--- config.mk ---
export PLATFORM = sky130hd
export DESIGN_NAME = fx_div_seq
export DESIGN_NICKNAME = d
export VERILOG_FILES = /design/src/rtl/fx_pkg.sv /design/src/rtl/fx_div_core.sv /design/src/rtl/fx_div_seq.sv
export SDC_FILE = /design/constraint.sdc
export NUM_CORES = 1
export LEC_CHECK = 0
export CAP_MARGIN = 20
export CORE_MARGIN = 3
export CORE_UTILIZATION = 43
export DETAILED_ROUTE_END_ITERATION = 7
export GPL_TIMING_DRIVEN = 1
export PLACE_DENSITY = 0.68
export SYNTH_ARGS = -nofsm -noshare
export SYNTH_HDL_FRONTEND = slang
export SYNTH_SLANG_ARGS = --single-unit
--- constraint.sdc ---
create_clock -name clk -period 2.7 [get_ports clk]
set_input_delay 0.54 -clock clk [delete_from_list [all_inputs] [get_ports clk]]
set_output_delay 0.54 -clock clk [all_outputs]
set_load 0.01 [all_outputs]
--- src/rtl/fx_pkg.sv ---
// Shared types and Q-format helpers for the sequential fixed-point divider.
// Helpers work on a wide FX_MAXW-bit container; callers slice the low bits they need.
// Contents: state enum, fx_max/fx_min (sign-extended limits), fx_abs/fx_neg (one extra bit).
package fx_pkg;

    // Widest operand the helpers support; callers keep their widths strictly below this.
    localparam int FX_MAXW = 32;

    typedef enum logic [1:0] {
        ST_IDLE,
        ST_CALC,
        ST_DONE
    } fx_state_t;

    // Largest positive two's-complement value of width w.
    function automatic logic [FX_MAXW-1:0] fx_max(input int w);
        return (FX_MAXW'(1) << (w - 1)) - FX_MAXW'(1);
    endfunction

    // Most negative two's-complement value of width w, sign-extended.
    function automatic logic [FX_MAXW-1:0] fx_min(input int w);
        return {FX_MAXW{1'b1}} << (w - 1);
    endfunction

    // Magnitude of a sign-extended value; the extra bit keeps the most negative input exact.
    function automatic logic [FX_MAXW:0] fx_abs(input logic [FX_MAXW-1:0] x);
        return x[FX_MAXW-1] ? ({1'b0, ~x} + (FX_MAXW + 1)'(1)) : {1'b0, x};
    endfunction

    // Two's-complement negation at the widened width.
    function automatic logic [FX_MAXW:0] fx_neg(input logic [FX_MAXW:0] m);
        return ~m + (FX_MAXW + 1)'(1);
    endfunction

endpackage

--- src/rtl/fx_div_core.sv ---
// Unsigned restoring divider: one quotient bit per cycle, MSB first, NW steps after start.
// Latency: fin rises NW edges after the start edge; quo is valid while fin is high.
// Backpressure: none; start reloads unconditionally, results persist until the next start.
module fx_div_core #(
    parameter int NW = 8,   // numerator / quotient bits (= iteration count)
    parameter int DW = 8    // divisor magnitude bits
) (
    input  logic          clk,
    input  logic          rst,
    input  logic          start,
    input  logic [NW-1:0] num,
    input  logic [DW-1:0] dvs,
    output logic [NW-1:0] quo,
    output logic          fin
);

    localparam int CW = $clog2(NW + 1);

    logic [DW-1:0] rem;
    logic [DW-1:0] dvs_r;
    logic [NW-1:0] shreg;   // numerator bits shift out the top, quotient bits shift in below
    logic [CW-1:0] cnt;
    logic [DW:0]   trial;
    logic [DW-1:0] diff;
    logic          take;

    // The remainder stays below the divisor, so the subtraction fits in DW bits when taken.
    always_comb begin
        trial = {rem, shreg[NW-1]};
        take  = (trial >= {1'b0, dvs_r});
        diff  = trial[DW-1:0] - dvs_r;
    end

    assign fin = (cnt == CW'(NW));
    assign quo = shreg;

    always_ff @(posedge clk or posedge rst) begin
        if (rst) begin
            rem   <= '0;
            dvs_r <= '0;
            shreg <= '0;
            cnt   <= CW'(NW);
        end else if (start) begin
            rem   <= '0;
            dvs_r <= dvs;
            shreg <= num;
            cnt   <= '0;
        end else if (!fin) begin
            rem   <= take ? diff : trial[DW-1:0];
            shreg <= {shreg[NW-2:0], take};
            cnt   <= cnt + CW'(1);
        end
    end

endmodule

--- src/rtl/fx_div_seq.sv ---
// Signed Q-format / signed-integer sequential divider with saturation and divide-by-zero flag.
// Latency: out_valid rises ITER+1 edges after the accepting edge (ITER = WIDTH, WIDTH+1 when rounding).
// Backpressure: one operation in flight; in_ready only in IDLE, result held in DONE until out_ready.
// Ports: clk, rst (async, active-high), in_valid/in_ready/dividend/divisor,
//        out_valid/out_ready/quotient/div_zero/sat.
// Build option FX_DIV_ROUND_EN: one guard bit, magnitude rounded half away from zero.
module fx_div_seq
    import fx_pkg::*;
#(
    parameter int WIDTH  = 8,
    parameter int FRAC   = 6,
    parameter int DWIDTH = 8
) (
    input  logic              clk,
    input  logic              rst,
    input  logic              in_valid,
    output logic              in_ready,
    input  logic [WIDTH-1:0]  dividend,
    input  logic [DWIDTH-1:0] divisor,
    output logic              out_valid,
    input  logic              out_ready,
    output logic [WIDTH-1:0]  quotient,
    output logic              div_zero,
    output logic              sat
);

`ifdef FX_DIV_ROUND_EN
    localparam int ITER = WIDTH + 1;
`else
    localparam int ITER = WIDTH;
`endif

    localparam logic [FX_MAXW-1:0] MAX_EXT = fx_max(WIDTH);
    localparam logic [FX_MAXW-1:0] MIN_EXT = fx_min(WIDTH);
    localparam logic [WIDTH-1:0]   QMAX    = MAX_EXT[WIDTH-1:0];
    localparam logic [WIDTH-1:0]   QMIN    = MIN_EXT[WIDTH-1:0];
    localparam logic [FX_MAXW:0]   POS_LIM = {1'b0, MAX_EXT};
    localparam logic [FX_MAXW:0]   NEG_LIM = {1'b0, MAX_EXT} + (FX_MAXW + 1)'(1);

    fx_state_t state, state_nx;

    logic              accept;
    logic              load_res;
    logic              neg_r;       // result sign
    logic              a_neg_r;     // dividend sign, picks the div-by-zero limit
    logic              dz_r;
    logic [FX_MAXW:0]  abs_a;
    logic [FX_MAXW:0]  abs_d;
    logic [ITER-1:0]   core_num;
    logic [ITER-1:0]   core_quo;
    logic              core_fin;
    logic [FX_MAXW:0]  mag;
    logic [FX_MAXW:0]  neg_full;
    logic [WIDTH-1:0]  res_q;
    logic              res_sat;
    logic              unused_bits;

    assign in_ready  = (state == ST_IDLE);
    assign out_valid = (state == ST_DONE);
    assign accept    = in_valid && in_ready;
    assign load_res  = (state == ST_CALC) && core_fin;

    always_comb begin
        abs_a = fx_abs({{(FX_MAXW - WIDTH){dividend[WIDTH-1]}}, dividend});
        abs_d = fx_abs({{(FX_MAXW - DWIDTH){divisor[DWIDTH-1]}}, divisor});
    end

`ifdef FX_DIV_ROUND_EN
    // Trailing zero makes the last iteration produce the guard bit.
    assign core_num = {abs_a[WIDTH-1:0], 1'b0};
`else
    assign core_num = abs_a[WIDTH-1:0];
`endif

    fx_div_core #(
        .NW (ITER),
        .DW (DWIDTH)
    ) u_core (
        .clk   (clk),
        .rst   (rst),
        .start (accept),
        .num   (core_num),
        .dvs   (abs_d[DWIDTH-1:0]),
        .quo   (core_quo),
        .fin   (core_fin)
    );

    // Magnitude is clamped before the sign goes on; negating zero yields zero, so no -0.
    always_comb begin
        mag = '0;
`ifdef FX_DIV_ROUND_EN
        mag[WIDTH-1:0] = core_quo[ITER-1:1];
        mag = mag + {{FX_MAXW{1'b0}}, core_quo[0]};
`else
        mag[WIDTH-1:0] = core_quo;
`endif
        neg_full = fx_neg(mag);
        res_q    = '0;
        res_sat  = 1'b0;
        if (dz_r) begin
            res_q   = a_neg_r ? QMIN : QMAX;
            res_sat = 1'b1;
        end else if (!neg_r) begin
            if (mag > POS_LIM) begin
                res_q   = QMAX;
                res_sat = 1'b1;
            end else begin
                res_q = mag[WIDTH-1:0];
            end
        end else if (mag > NEG_LIM) begin
            res_q   = QMIN;
            res_sat = 1'b1;
        end else begin
            res_q = neg_full[WIDTH-1:0];
        end
    end

    // FRAC only names the format: an integer divisor leaves the binary point where it is.
    assign unused_bits = ^{abs_a[FX_MAXW:WIDTH], abs_d[FX_MAXW:DWIDTH],
                           neg_full[FX_MAXW:WIDTH], FRAC[0]};

    always_comb begin
        state_nx = state;
        case (state)
            ST_IDLE: if (accept)    state_nx = ST_CALC;
            ST_CALC: if (core_fin)  state_nx = ST_DONE;
            ST_DONE: if (out_ready) state_nx = ST_IDLE;
            default:                state_nx = ST_IDLE;
        endcase
    end

    always_ff @(posedge clk or posedge rst) begin
        if (rst) state <= ST_IDLE;
        else     state <= state_nx;
    end

    always_ff @(posedge clk or posedge rst) begin
        if (rst) begin
            neg_r    <= 1'b0;
            a_neg_r  <= 1'b0;
            dz_r     <= 1'b0;
            quotient <= '0;
            div_zero <= 1'b0;
            sat      <= 1'b0;
        end else begin
            if (accept) begin
                neg_r   <= dividend[WIDTH-1] ^ divisor[DWIDTH-1];
                a_neg_r <= dividend[WIDTH-1];
                dz_r    <= (divisor == '0);
            end
            if (load_res) begin
                quotient <= res_q;
                div_zero <= dz_r;
                sat      <= res_sat;
            end
        end
    end

endmodule

# == Yosys cells after proc, flatten, opt, wreduce, memory -nomap -nowiden ==
# Cells that the tools add are included.
# Widths: inputs -> output; s select.
# word_totals
mem_bits_ro,0
out_inout_bits,12
mem_count,0
elab_cells,57
regBits,43
ramBits,0
latchBits,0
# op_classes
multipliers,0
order_cmp,3
n_mux,22
reduce_logical,5
bitwise,4
shift,0
addsub,5
eq_ne,7
div_mod_pow,0
# ops
operator,count
$mux 8,12
$add 8x1->8 const B,3
$not 8->8,3
$ge 9x8->1,1
$gt 8x7->1 const B,1
$gt 8x8->1 const B,1
$logic_not 8->1,1
$mux 4,2
$sub 8x8->8,1
$mux 2,3
$pmux 2 s3,1
$add 4x1->4 const B,1
$eq 4x4->1 const B,1
$mux 1,4
$ne 2x1->1 const B,2
$ne 2x2->1 const B,2
$reduce_and 3->1,1
$eq 2x1->1 const B,1
$eq 2x2->1 const B,1
$logic_and 1x1->1,2
$logic_not 2->1,1
$xor 1x1->1,1

# == Longest topological paths before layout ==
# Gate-level depths: netlist (run 1).
# depth
ltp_word,5
mapped_depth,9

# == Cells and area by module ==
# From an unflattened synthesis (run 1), not the netlist that was laid out.
# hier_totals
cells_unflattened,335
hier_area_um2,2942.8
# by_module_without_submodules
module,area_per_inst_um2,instances,cells_per_inst
fx_div_core,1771.7,1,192
fx_div_seq,1171.1,1,143

# == Worst setup path before layout (run 1) ==
# OpenSTA, ideal clock, no wires.
# synth_path
path_kind,reg2reg
startpoint,"register u_core.shreg[7], in the netlist u_core.quo[7]"
endpoint,register u_core.rem[6]
n_path_buf,1
period_less_slack_ns,2.159
stages_incl_launch_ff,10
path_slack_ns,0.541
arrival_time_ns,2.038
path_cell_list,dfrtp_1 -> clkbuf_1 -> inv_1 -> ha_1 -> fa_1 -> nand2b_1 -> a21oi_1 -> mux2i_1 -> a211o_1 -> nand2_1
# synth_between
elab_chain_len,4
# synth_rtl
element,line_no,text
"start, declared",fx_div_core.sv:21,logic [NW-1:0] shreg;
"start signal, assigned",fx_div_core.sv:46,shreg <= num;
"start signal, assigned",fx_div_core.sv:50,"shreg <= {shreg[NW-2:0], take};"
$sub 8x8->8 or $ge 9x8->1 (tied branches),"fx_div_core.sv:31, fx_div_core.sv:30",
$mux 8 *,fx_div_core.sv:49,rem <= take ? diff : trial[DW-1:0];
$mux 8 *,fx_div_core.sv:48,end else if (!fin) begin
$mux 8 *,fx_div_core.sv:43,end else if (start) begin
"end signal, assigned",fx_div_core.sv:49,
"end, declared",fx_div_core.sv:19,logic [DW-1:0] rem;
# Every way passes the cells marked *; elsewhere a longest branch is shown, timed or not. The select of a mux whose other input is x is not followed.
# A chain may end at the register's enable or synchronous reset.

# == Worst setup path after layout (run 1) ==
# layout_path
startpoint,register u_core.dvs_r[6]
endpoint,register u_core.rem[2]
# layout_between
elab_chain_len,4
# layout_rtl
element,line_no,text
"start, declared",fx_div_core.sv:20,logic [DW-1:0] dvs_r;
"start signal, assigned",fx_div_core.sv:45,dvs_r <= dvs;
$ge 9x8->1,fx_div_core.sv:30,"take = (trial >= {1'b0, dvs_r});"
$mux 8,fx_div_core.sv:49,
$mux 8,fx_div_core.sv:48,
$mux 8,fx_div_core.sv:43,
# No other way between the ends. The select of a mux whose other input is x is not followed.

==> results.ini, run 1 <==
[die]
core_area_mm2=0.00610
initial_core_utilization_pct=45.8
placement_rows=28
dieHeight_um=86.6
dieArea_mm2=0.00749
io_pins=32
die_width_um=86.6

[global_routing]
grt_pass1_wl_um=11100
number_of_global_route_vias_before_repair=2308
antenna_found_initial=0
grt.overflow.total=0
aggregate_global_route_resource_usage_pct=18.5
maximum_number_of_pins_on_one_net_before_global_route_repair=44

[power]
power.density_mw_per_mm2=1200
total_leakage_power_nw=1.44
power.ir.vdd_worst_v=0.000450

[yosys]
synth.distinct_cells=52
yosys.area.top_type_share_pct=37.7
synth.ff_latch_count=43
netlist.top_cell.by_area=sky130_fd_sc_hd__dfrtp_1
post_synth_inst_count=335
synth.top_cells.by_area=sky130_fd_sc_hd__dfrtp_1 (38%), sky130_fd_sc_hd__nand2_1 (6.1%), sky130_fd_sc_hd__ha_1 (5.8%)
synth_enable_flop_cells=0
synth_net_count=369
ys_async_sr_fraction_pct=100
mappedNetlistArea_mm2=0.00279
synth_area_per_cell_um2=8.33
yosysSeqAreaShare_pct=38.6
postSynth.topFlopCell=sky130_fd_sc_hd__dfrtp_1
yosysWarningCount=0

[worst_setup_path]
required_time_of_the_worst_setup_path_ns=2.89
regToRegStartpoint=u_core.dvs_r[6]$_DFFE_PP0P_
critical-path-slowest-cell=sky130_fd_sc_hd__ha_1
worst-setup-path-type=flop to flop
arrival_ns=2.52
path_cells=inv_1 > ha_1 > a21o_1 > a221o_1 > a21oi_2 > buf_4 > mux2i_1 > a21oi_1
length_in_cells_of_the_worst_reg_to_reg_path=8
timing.critical_path.from_type=flop
r2r_setup_slack_ns=0.37
rr_endpoint=u_core.rem[2]$_DFFE_PP0P_
critPathMaxFanout=9
critical_path.endpoint_type=flop
critPathMaxStageDelay_ns=0.39

[drt]
finalWirelength_um=6410
drtPass1Iterations=4
drt-initial-drc-count=140
drc=0
detail_route.vias_per_cell=5.60
antenna_left=0
route.vias.total=2469
wl_per_cell_um=14.5

[cts]
cts-htree-levels=2
tritoncts=done
tritoncts.num_buffers=5
cts_root_buf=sky130_fd_sc_hd__clkbuf_8
clock_latency_ns=0.30
clock-sinks=43
cts_setup_buffers=0
clk_pin_slew_worst_paths_ns=0.09
clockBufferDepth=2
cts_hold_buffers=0
post_cts_resize_count=0

[sta]
finClkSkew_ns=0.0110
finalWorstPathRequiredPeriod_ns=2.33
slew_headroom_pct=62.7
final.period_utilization_pct=86.2
worst_pin_slew_ns=0.559
rsz0062_at_grt=no
final-max-slew-violation-count=0
finalHoldViolCount=0
report.final.setup_viol=0
timing.final.ws_setup_ns=0.374
fmax_mhz=430
setup_tns_ns=0

[final_layout]
fin_area_mm2=0.00328
footprint_of_the_multi_input_gates_mm2=0.00156
syn_to_final_growth_pct=17.5
fill_cells=611
fin_cells=441
diodes=0
seq_area_mm2=0.00108
finalNetCount=399
drive_gt1_share_pct=5.19

[place]
detailedPlace.worstSlack_ns=0.378
place_congestion=0.871
placed_instance_area_mm2=0.00319
numPlacedInstances=433
place.port_buffers=31
hpwl_um=4800

[hold_path]
timing.hold.worst_endpoint=div_zero$_DFFE_PP0P_
timing.hold.worst.class=flop to flop
worst_hold_path.num_cells=2
holdCritStartpoint=div_zero$_DFFE_PP0P_

[job]
maxCapViolations=0

[outcome]
status=finished clean

worst max path at each step:
stage,from,to,slack [ns],depth (start not counted)
2_1_floorplan,u_core.quo[7]$_DFFE_PP0P_,u_core.rem[6]$_DFFE_PP0P_,0.54,9
3_3_place_gp,divisor[0],u_core.dvs_r[6]$_DFFE_PP0P_,0.43,8
3_5_place_dp,u_core.dvs_r[6]$_DFFE_PP0P_,u_core.rem[1]$_DFFE_PP0P_,0.38,7
4_1_cts,u_core.dvs_r[6]$_DFFE_PP0P_,u_core.rem[1]$_DFFE_PP0P_,0.36,7
5_1_grt,u_core.dvs_r[6]$_DFFE_PP0P_,u_core.rem[2]$_DFFE_PP0P_,0.18,8
6_report,u_core.dvs_r[6]$_DFFE_PP0P_,u_core.rem[2]$_DFFE_PP0P_,0.37,8
flip-flops by register name, summed over array words and instances (netlist names), 2 cells and up:
signal        cells
quotient          8
state             2
u_core.cnt        4
u_core.dvs_r      8
u_core.quo        8
u_core.rem        8
area by class of cell:
type / count / share of cell area (%)
inverters: 24 / 2.75
flip-flops and latches: 43 / 32.8
clock inverters: 2 / 0.382
clock buffers: 6 / 2.21
multi-input cells: 252 / 47.7
well taps: 75 / 2.86
repair buffers: 39 / 11.3
logic make-up after synthesis:
family	count (synthesis)	share of synthesized area, %
xor+xnor	20	6.28
flops	43	38.6
compound gates	88	20.2
simple gates	124	20.8
fa+ha+maj	14	6.54
buf+inv	40	5.42
mux	6	2.20
routing by layer:
layer,vias up,global-route usage [%],part of all wire (%)
met5,-,0,0
met4,0,5.10,1.2
met3,7,3.33,5.5
met2,72,28.2,45
met1,1164,26.9,49
li1,1226,-,-
per-stage QoR:
stage               util [%]  hold slack (ns)  power, mW
floorplan                  -            0.450       2.87
global placement        52.4            0.459       3.44
detailed placement      52.4            0.464       3.51
CTS                     53.8            0.485       3.93
global route            53.8            0.532       4.31
finish                  53.8            0.479       3.92
synthesized netlist by cell type (all sizes together), types with 2 or more instances:
library cell / n
inv: 24
o22ai: 2
mux2i: 5
nand4: 2
xnor2: 11
nand3: 4
nand2b: 5
nor3: 3
a21oi: 17
a32oi: 5
o21ai: 32
or3b: 2
or3: 4
ha: 13
xor2: 9
a21o: 3
or2: 3
o41ai: 4
o311ai: 2
clkbuf: 15
dfrtp: 42
nor3b: 3
a211oi: 5
nor2b: 5
a31oi: 7
nand3b: 2
o31ai: 2
nor2: 39
a221o: 2
nand2: 45
nor4: 2
power breakdown:
part / total [mW] / switching [mW] / internal (mW) / leakage [nW]
clock network: 0.419 / 0.238 / 0.181 / 0.0412
logic: 2.27 / 1.21 / 1.05 / 0.880
registers: 1.24 / 0.276 / 0.961 / 0.516
total: 3.92 / 1.73 / 2.19 / 1.44
placed cells by master (no fill, tap or decap), drive strengths merged, types with 4 or more instances in the layout:
master and instances:
clkbuf 6, o21ai 32, ha 13, a21oi 17, mux2i 5, nand2b 5
a31oi 7, o41ai 4, nand3 4, inv 24, clkdlybuf4s50 31, buf 8
xnor2 11, nand2 45, a32oi 5, or3 4, a211oi 5, dfrtp 42
nor2 39, xor2 9, nor2b 5
worst max-delay path: cells and delay by family (launching register included):
family / cells / cell delay (ns)
multiplexers: 1 / 0.18
adder cells (fa/ha/maj): 1 / 0.39
flip-flops: 1 / 0.36
AO/OA/AOI/OAI: 4 / 1.00
buffers and inverters: 2 / 0.28
Power figures use the tool's default switching activity.
==> run 2, diff against run 1 <==
Settings changed: ABC_CLOCK_PERIOD_IN_PS set to 2700.
==> results of run 2 <==
The final DEF is identical to that of run 1; final timing and power are the same.
==> run 3, diff against run 2 <==
Settings changed: CORE_ASPECT_RATIO set to 0.8, CORE_UTILIZATION 43 to 55, PLACE_DENSITY 0.68 to 0.82.
==> run 3 against run 2 <==
  * Sequential power is essentially flat
  * Total power grew 1.9%
  * First-iteration DRC count grew 51%
  * Routed wire length shrank 4.5%
  * Register-to-register slack gained 0.07 ns
  * Maximum frequency grew 3.0%
  * Largest cell class unchanged
  * Critical endpoint is now u_core.rem[1]$_DFFE_PP0P_
==> results.ini, run 3 (synthesized netlist as in run 1, its figures left out) <==
[outcome]
status=finished clean

[drt]
route.vias.total=2483
drt-initial-drc-count=211
drc=0
detail_route.vias_per_cell=5.83
antenna_left=0
drtPass1Iterations=4
finalWirelength_um=6120
wl_per_cell_um=14.4

[place]
place_congestion=0.884
detailedPlace.worstSlack_ns=0.370
place.port_buffers=31
numPlacedInstances=418
hpwl_um=4670

[cts]
clockBufferDepth=2
clk_pin_slew_worst_paths_ns=0.08
cts_setup_buffers=0
clock-sinks=43
clock_latency_ns=0.30
tritoncts=done
tritoncts.num_buffers=5
post_cts_resize_count=0
cts_hold_buffers=0
cts_root_buf=sky130_fd_sc_hd__clkbuf_8
cts-htree-levels=2

[worst_setup_path]
endpoint=u_core.rem[1]$_DFFE_PP0P_
critical_path.endpoint_type=flop
required_time_of_the_worst_setup_path_ns=2.92
critPathMaxFanout=9
length_in_cells_of_the_worst_reg_to_reg_path=7
r2r_setup_slack_ns=0.44
regToRegStartpoint=u_core.dvs_r[6]$_DFFE_PP0P_
timing.critical_path.from_type=flop
arrival_ns=2.48
rr_endpoint=u_core.rem[1]$_DFFE_PP0P_
crit_path_start=u_core.dvs_r[6]$_DFFE_PP0P_
worst-setup-path-type=flop to flop

[power]
power.density_mw_per_mm2=1220
total_leakage_power_nw=1.45
power.ir.vdd_worst_v=0.000704

[die]
io_pins=32
dieHeight_um=69.7
initial_core_utilization_pct=59.0
placement_rows=22
dieArea_mm2=0.00597
core_area_mm2=0.00473
die_width_um=85.7

[hold_path]
holdCritStartpoint=div_zero$_DFFE_PP0P_
timing.hold.worst.class=flop to flop

[final_layout]
layout_commonest_cell=sky130_fd_sc_hd__nand2_1
syn_to_final_growth_pct=17.6
finalNetCount=399
final_core_utilization_pct=69.3
fill_cells=383
fin_cells=426
diodes=0
layout_common_cells=sky130_fd_sc_hd__nand2_1 (45), sky130_fd_sc_hd__dfrtp_1 (42), sky130_fd_sc_hd__nor2_1 (39), sky130_fd_sc_hd__clkdlybuf4s50_1 (31), sky130_fd_sc_hd__inv_1 (24)
drive_gt1_share_pct=4.92

[sta]
setup_tns_ns=0
rsz0062_at_grt=no
final-max-slew-violation-count=0
finalHoldViolCount=0
hold_ws_ns=0.484
final.period_utilization_pct=83.6
worst_pin_slew_ns=0.537
timing.final.ws_setup_ns=0.442
fmax_mhz=443
finalWorstPathRequiredPeriod_ns=2.26
report.final.setup_viol=0
finClkSkew_ns=0.00711
slew_headroom_pct=64.2

[global_routing]
grt_most_used_layer=met2
antenna_found_initial=0
met1_usage_pct=31.1
grt.overflow.total=0
grt_pass1_wl_um=10300
grt_use_met2_pct=31.5
maximum_number_of_pins_on_one_net_before_global_route_repair=44
number_of_global_route_vias_before_repair=2224
grt_use_met3_pct=5.23
aggregate_global_route_resource_usage_pct=21.3

[job]
maxCapViolations=0

==> run 3: through the flow <==
stage | instance area [um2] | total power [mW]
final | 3280 | 4.00
after global routing | 3280 | 4.37
after CTS | 3280 | 4.00
after detailed placement | 3180 | 3.50
after global placement | 3180 | 3.39
after floorplan | 2790 | 2.87
==> run 3: layout make-up <==
class	count	area, um2	area share, %
Tap cell	60	75.1	2.29
Clock inverter	1	30.0	0.915
Sequential cell	43	1080	32.8
Inverter	24	90.1	2.74
Timing Repair Buffer	39	370	11.3
Multi-Input combinational cell	252	1560	47.6
Clock buffer	7	76.3	2.33
==> run 3: worst max-delay path, stage by stage, from the launching register on <==
cell	delay, ns
sky130_fd_sc_hd__dfrtp_1	0.35
sky130_fd_sc_hd__inv_1	0.05
sky130_fd_sc_hd__ha_1	0.39
sky130_fd_sc_hd__a21o_1	0.24
sky130_fd_sc_hd__a221o_1	0.36
sky130_fd_sc_hd__a21oi_2	0.29
sky130_fd_sc_hd__mux2_1	0.35
sky130_fd_sc_hd__a21oi_1	0.15
==> run 3: report_power, final <==
part	internal [mW]	switching, mW	total [mW]
registers	0.961	0.287	1.25
clock network	0.277	0.219	0.496
logic	1.05	1.20	2.25
==> run 3: how the worst min path moves through the flow <==
stage                                       end  cells past startpoint
finish                     div_zero$_DFFE_PP0P_                      2
global route        u_core.dvs_r[3]$_DFFE_PP0P_                      2
CTS                        div_zero$_DFFE_PP0P_                      2
detailed placement         div_zero$_DFFE_PP0P_                      2
global placement           div_zero$_DFFE_PP0P_                      2
floorplan           u_core.dvs_r[3]$_DFFE_PP0P_                      2
==> run 3: routing by layer <==
layer  vias to the layer above  routed length, um
met1                      1160               2980
met5                         -                  0
li1                       1233                  -
met4                         0                 65
met2                        84               2660
met3                         6                418
